**src/rtl/mul_seq64.sv**
```systemverilog
// mul_seq64: iterative radix-2 shift-add multiplier producing a 2*WIDTH-bit product.
// Revision 1.0 - initial release.
`default_nettype none

module mul_seq64 #(
   parameter int WIDTH = 64,
   parameter int CNT_W = 7
) (
   input  logic             clk,
   input  logic             reset_n,
   input  logic             start,
   input  logic             is_signed,
   input  logic [WIDTH-1:0] a,
   input  logic [WIDTH-1:0] b,
   output logic             busy,
   output logic             done,
   output logic [WIDTH-1:0] prod_lo,
   output logic [WIDTH-1:0] prod_hi
);

   typedef enum logic [1:0] {
      S_IDLE = 2'd0,
      S_RUN  = 2'd1,
      S_FIN  = 2'd2
   } state_t;

   localparam logic [CNT_W-1:0] LAST_CNT = CNT_W'(WIDTH);

   state_t               state_q, state_d;
   logic [WIDTH-1:0]     mcand_q, mcand_d;
   logic [WIDTH-1:0]     mplier_q, mplier_d;
   logic                 neg_q, neg_d;
   logic [2*WIDTH-1:0]   acc_q, acc_d;
   logic [CNT_W-1:0]     cnt_q, cnt_d;
   logic [2*WIDTH-1:0]   prod_q, prod_d;

   logic [WIDTH-1:0]     mag_a, mag_b;
   logic [2*WIDTH-1:0]   partial;

   assign mag_a   = (is_signed && a[WIDTH-1]) ? (~a + 1'b1) : a;
   assign mag_b   = (is_signed && b[WIDTH-1]) ? (~b + 1'b1) : b;
   assign partial = {{WIDTH{1'b0}}, mcand_q} << cnt_q;

   always_comb begin
      state_d  = state_q;
      mcand_d  = mcand_q;
      mplier_d = mplier_q;
      neg_d    = neg_q;
      acc_d    = acc_q;
      cnt_d    = cnt_q;
      prod_d   = prod_q;
      case (state_q)
         S_IDLE: begin
            if (start) begin
               state_d  = S_RUN;
               mcand_d  = mag_a;
               mplier_d = mag_b;
               neg_d    = is_signed & (a[WIDTH-1] ^ b[WIDTH-1]);
               acc_d    = '0;
               cnt_d    = '0;
            end
         end
         S_RUN: begin
            if (mplier_q[0]) begin
               acc_d = acc_q + partial;
            end
            mplier_d = mplier_q >> 1;
            cnt_d    = cnt_q + 1'b1;
            // The trailing step (multiplier already exhausted) registers the
            // sign-corrected product so done lands WIDTH+1 edges after acceptance.
            if (cnt_q == LAST_CNT) begin
               state_d = S_FIN;
               prod_d  = neg_q ? (~acc_d + 1'b1) : acc_d;
            end
         end
         S_FIN: begin
            state_d = S_IDLE;
         end
         default: begin
            state_d = S_IDLE;
         end
      endcase
   end

   always_ff @(posedge clk or negedge reset_n) begin
      if (!reset_n) begin
         state_q  <= S_IDLE;
         mcand_q  <= '0;
         mplier_q <= '0;
         neg_q    <= 1'b0;
         acc_q    <= '0;
         cnt_q    <= '0;
         prod_q   <= '0;
      end else begin
         state_q  <= state_d;
         mcand_q  <= mcand_d;
         mplier_q <= mplier_d;
         neg_q    <= neg_d;
         acc_q    <= acc_d;
         cnt_q    <= cnt_d;
         prod_q   <= prod_d;
      end
   end

   assign busy    = (state_q != S_IDLE);
   assign done    = (state_q == S_FIN);
   assign prod_lo = prod_q[WIDTH-1:0];
   assign prod_hi = prod_q[2*WIDTH-1:WIDTH];

endmodule

`default_nettype wire

```
**config.mk**
```make
export PLATFORM = sky130hd
export DESIGN_NAME = mul_seq64
export DESIGN_NICKNAME = d
export VERILOG_FILES = /design/src/rtl/mul_seq64.sv
export SDC_FILE = /design/constraint.sdc
export NUM_CORES = 2
export LEC_CHECK = 0
export CAP_MARGIN = 20
export CORE_MARGIN = 5
export CORE_UTILIZATION = 55
export DETAILED_ROUTE_END_ITERATION = 10
export PLACE_DENSITY = 0.8
export SLEW_MARGIN = 30
export SYNTH_ARGS = -nofsm -noshare
export SYNTH_HDL_FRONTEND = slang
export SYNTH_SLANG_ARGS = --single-unit
```
**constraint.sdc**
```tcl
create_clock -name clk -period 11 [get_ports clk]
set_input_delay 1.1 -clock clk [delete_from_list [all_inputs] [get_ports clk]]
set_output_delay 1.1 -clock clk [all_outputs]
set_load 0.02 [all_outputs]
```
==> results.yml <==
outcome:
  outcome: "complete, no violations"
worst_setup_path:
  crit_family: "simple AND/OR/NAND/NOR gates"
  critical_path_required_ns: 11.49
  crit_top_cell: "o21ai_0"
  cp_cell_sequence: "buf_4 > mux4_2 > mux2_2 > o21ai_0 > nor2_1 > a31oi_1 > nor2_1 > ha_1 > nand4_1 > or4_1 > a211oi_2 > nor3_1 > nand3_1 > a21oi_1 > or4bb_1 > or4_1 > or3_1 > nor4_2 > nand4b_1 > o21ai_0 > xnor2_1 > o21ai_0"
  critPathBufInv: 1
  start_kind: "flop"
  end_kind: "flop"
  crit_path_max_incr_delay_ns: 0.99
  critPathSlowestCell: "dfrtp_2"
  crit_arrival_ns: 10.29
  worstSetupPathType: "reg -> reg"
  critPathMaxFanout: 48
sta:
  maxSlewHeadroom: 0.265
  setup_viol: 0
  min_period_over_period: 0.891
  final-hold-violation-count: 0
  period_needed_ns: 9.80
  fmax_mhz: 102
  fin_worst_skew_ns: 0.0655
  tightest_slew_ns: 1.09
  rsz0062_at_grt: "false"
  slew_viol_final: 0
  tns_ns: 0
global_route:
  antenna_found_initial: 4
  gr-total-overflow: 0
  grt_pass1_wl_um: 243000
  grt_max_degree: 148
  grt_usage: 0.414
  grt_pass1_vias: 39100
routing:
  vias: 42400
  drc: 0
  wl_per_cell_um: 26.7
  routed_wl_um: 164000
  vias_per_cell: 6.92
  dr.pass1.iters: 6
  drtAntennaViolNets: 0
  dr.first_iter.drc_count: 5551
min_path:
  hold_class: "reg -> reg"
die:
  die_x_um: 275
  dieArea_um2: 75600
  start_util: 0.553
  num_rows: 97
  pin_count: 262
  fp.dieH_um: 275
  core_um2: 69800
yosys:
  ys_types: 115
  synthesis.area_um2: 38600
  synthArstFlopShare: 1.00
  syn_inst: 5138
  syn_nets: 5403
  ys_ff_latch: 394
  avgSynthCellArea_um2: 7.52
  ys.flop_type: "dfrtp_1"
  ys_seq_area_frac: 0.255
  synth_edf_count: 0
  yosysWarnings: 0
placement:
  port_buffers: 261
  place_area_um2: 41600
  dp_hpwl_um: 128000
  gp_congestion: 1.11
power:
  powerDensity_nw_per_um2: 74.8
  peakVddDrop_mv: 0.123
  power.total_w: 0.00323
  p_leak_nw: 17.4
final_layout:
  finalInstanceArea_um2: 43200
  drive_gt1_frac: 0.0687
  fin_nets: 5411
  fin_util: 0.619
  syn_to_final_growth_pct: 11.9
clock_network:
  cts.sinks: 394
  cts_buffer_depth: 3
  cts_resized: 0
  post_cts_buffers: 0
  path_clk_slew_ns: 0.06
  cts-root-buf: "clkbuf_16"
  clk_latency_ns: 0.65
  cts_tree: "built"
  cts_buffers: 44
  htreeDepth: 2
  cts_hold_buf: 0
job:
  drv_cap: 0
## state kept, by name (all words and copies together) (netlist names)
register  count
mcand_q      64
cnt_q         7
prod_q      128
neg_q         1
state_q       2
acc_q       128
mplier_q     64
## metal layers
layer	up-vias	global-route usage	wire, um
met4	4	0.226	11300
met2	2661	0.625	70000
met1	20200	0.550	63600
met3	560	0.0995	18600
met5	-	0	28
li1	19000	-	-
## area by class of cell
cell class                 count  area, um2
timing repair buffer         320       3140
multi-input combinational   4325      27200
sequential                   394       9880
fill                        6219      26600
inverter                      61        231
clock inverter                23        358
tap                          940       1180
antenna                        4       10.0
clock buffer                  56       1210
## synth_stat cells, drive strengths merged, types with 10 or more instances
master / number / area [um2]
nand2b: 32 / 200
o211ai: 30 / 235
a211oi: 44 / 360
a31o: 10 / 87.6
mux2: 47 / 529
dfrtp: 394 / 9860
a22o: 11 / 96.3
mux4: 58 / 1310
o21ai: 706 / 3560
o221ai: 14 / 123
nor4: 59 / 375
buf: 103 / 459
o31ai: 66 / 505
o21a: 34 / 255
a21boi: 29 / 218
nand2: 709 / 2660
o21bai: 23 / 173
a21oi: 355 / 1800
xnor2: 180 / 1580
o22ai: 58 / 363
nand3b: 14 / 105
and3: 25 / 156
or3: 53 / 342
a22oi: 79 / 598
nand4b: 11 / 111
or2: 26 / 163
a31oi: 47 / 300
inv: 61 / 229
and4: 21 / 184
nand4: 122 / 785
or4: 31 / 248
clkbuf: 255 / 958
nor2: 447 / 1680
mux2i: 118 / 1180
ha: 132 / 1650
nand3: 197 / 986
nor2b: 19 / 126
o41ai: 15 / 139
a221oi: 15 / 173
and2: 41 / 257
nor3: 125 / 626
a21o: 51 / 383
o31a: 14 / 131
xor2: 128 / 1120
## cells by family (layout without fill, tap and decap cells)
kind of cell | after synthesis | after routing | synth area share
and+or+nand+nor | 1963 | 1963 | 0.241
AOI/OAI and AO/OA | 1698 | 1698 | 0.270
buffers and inverters | 419 | 460 | 0.0426
DFF | 394 | 394 | 0.255
xor gates and xnor gates | 308 | 308 | 0.0698
muxes | 223 | 223 | 0.0781
adders and majority gates | 133 | 133 | 0.0433
other | 0 | 4 | 0
## placed cells by master (no fill, tap or decap), types with 40 or more instances in the layout
cell type and count:
o21ai_0 656, nand2_1 706, mux2_2 47, and2_1 40, xnor2_1 180, mux2i_1 118
o31ai_1 63, nor3_1 125, or3_1 51, dfrtp_1 387, o22ai_1 58, nand4_1 120
a22oi_1 78, clkdlybuf4s50_1 260, a21o_1 51, clkbuf_16 44, a21oi_1 350, xor2_1 128
inv_1 57, mux4_2 58, ha_1 132, nand3_1 197, a31oi_1 46, buf_4 52
o21ai_1 44, nor2_1 445, nor4_1 55
## per-stage QoR
step | hold slack [ns] | std cells | setup slack (ns)
2_1_floorplan | 0.466 | 5138 | 2.56
3_3_place_gp | 0.454 | 6037 | 1.07
3_5_place_dp | 0.455 | 6038 | 1.42
4_1_cts | 0.469 | 6117 | 1.40
5_1_grt | 0.490 | 6119 | 1.03
6_report | 0.469 | 6123 | 1.20
## report_power, final
| group | total [W] | internal [W] | switching [W] |
|---|---|---|---|
| sequential | 0.00145 | 0.00145 | 0 |
| combinational | 0.000164 | 0.0000755 | 0.0000886 |
| clock | 0.00162 | 0.000932 | 0.000687 |
| total | 0.00323 | 0.00246 | 0.000776 |
## final timing paths
path | depth (start not counted) | start | endpoint | slack, ns
worst max-delay path | 22 | cnt_q[1] | prod_q[118] | 1.20
worst min-delay path | 2 | prod_q[28] | prod_q[28] | 0.47
worst max register to register | 22 | cnt_q[1] | prod_q[118] | 1.20
worst min register to register | 2 | prod_q[28] | prod_q[28] | 0.47
max in group asynchronous | 3 | reset_n | acc_q[123] | 8.55
min in group asynchronous | 1 | reset_n | prod_q[35] | 0.52
## worst register-to-register path: cells and delay by family (launching register included)
kind,cells,cell delay [ns]
adders and majority gates,1,0.60
AOI/OAI and AO/OA,6,2.32
muxes,2,0.64
and+or+nand+nor,11,4.61
buffers and inverters,1,0.37
DFF,1,0.99
xor gates and xnor gates,1,0.16
Power figures use the tool's default switching activity.
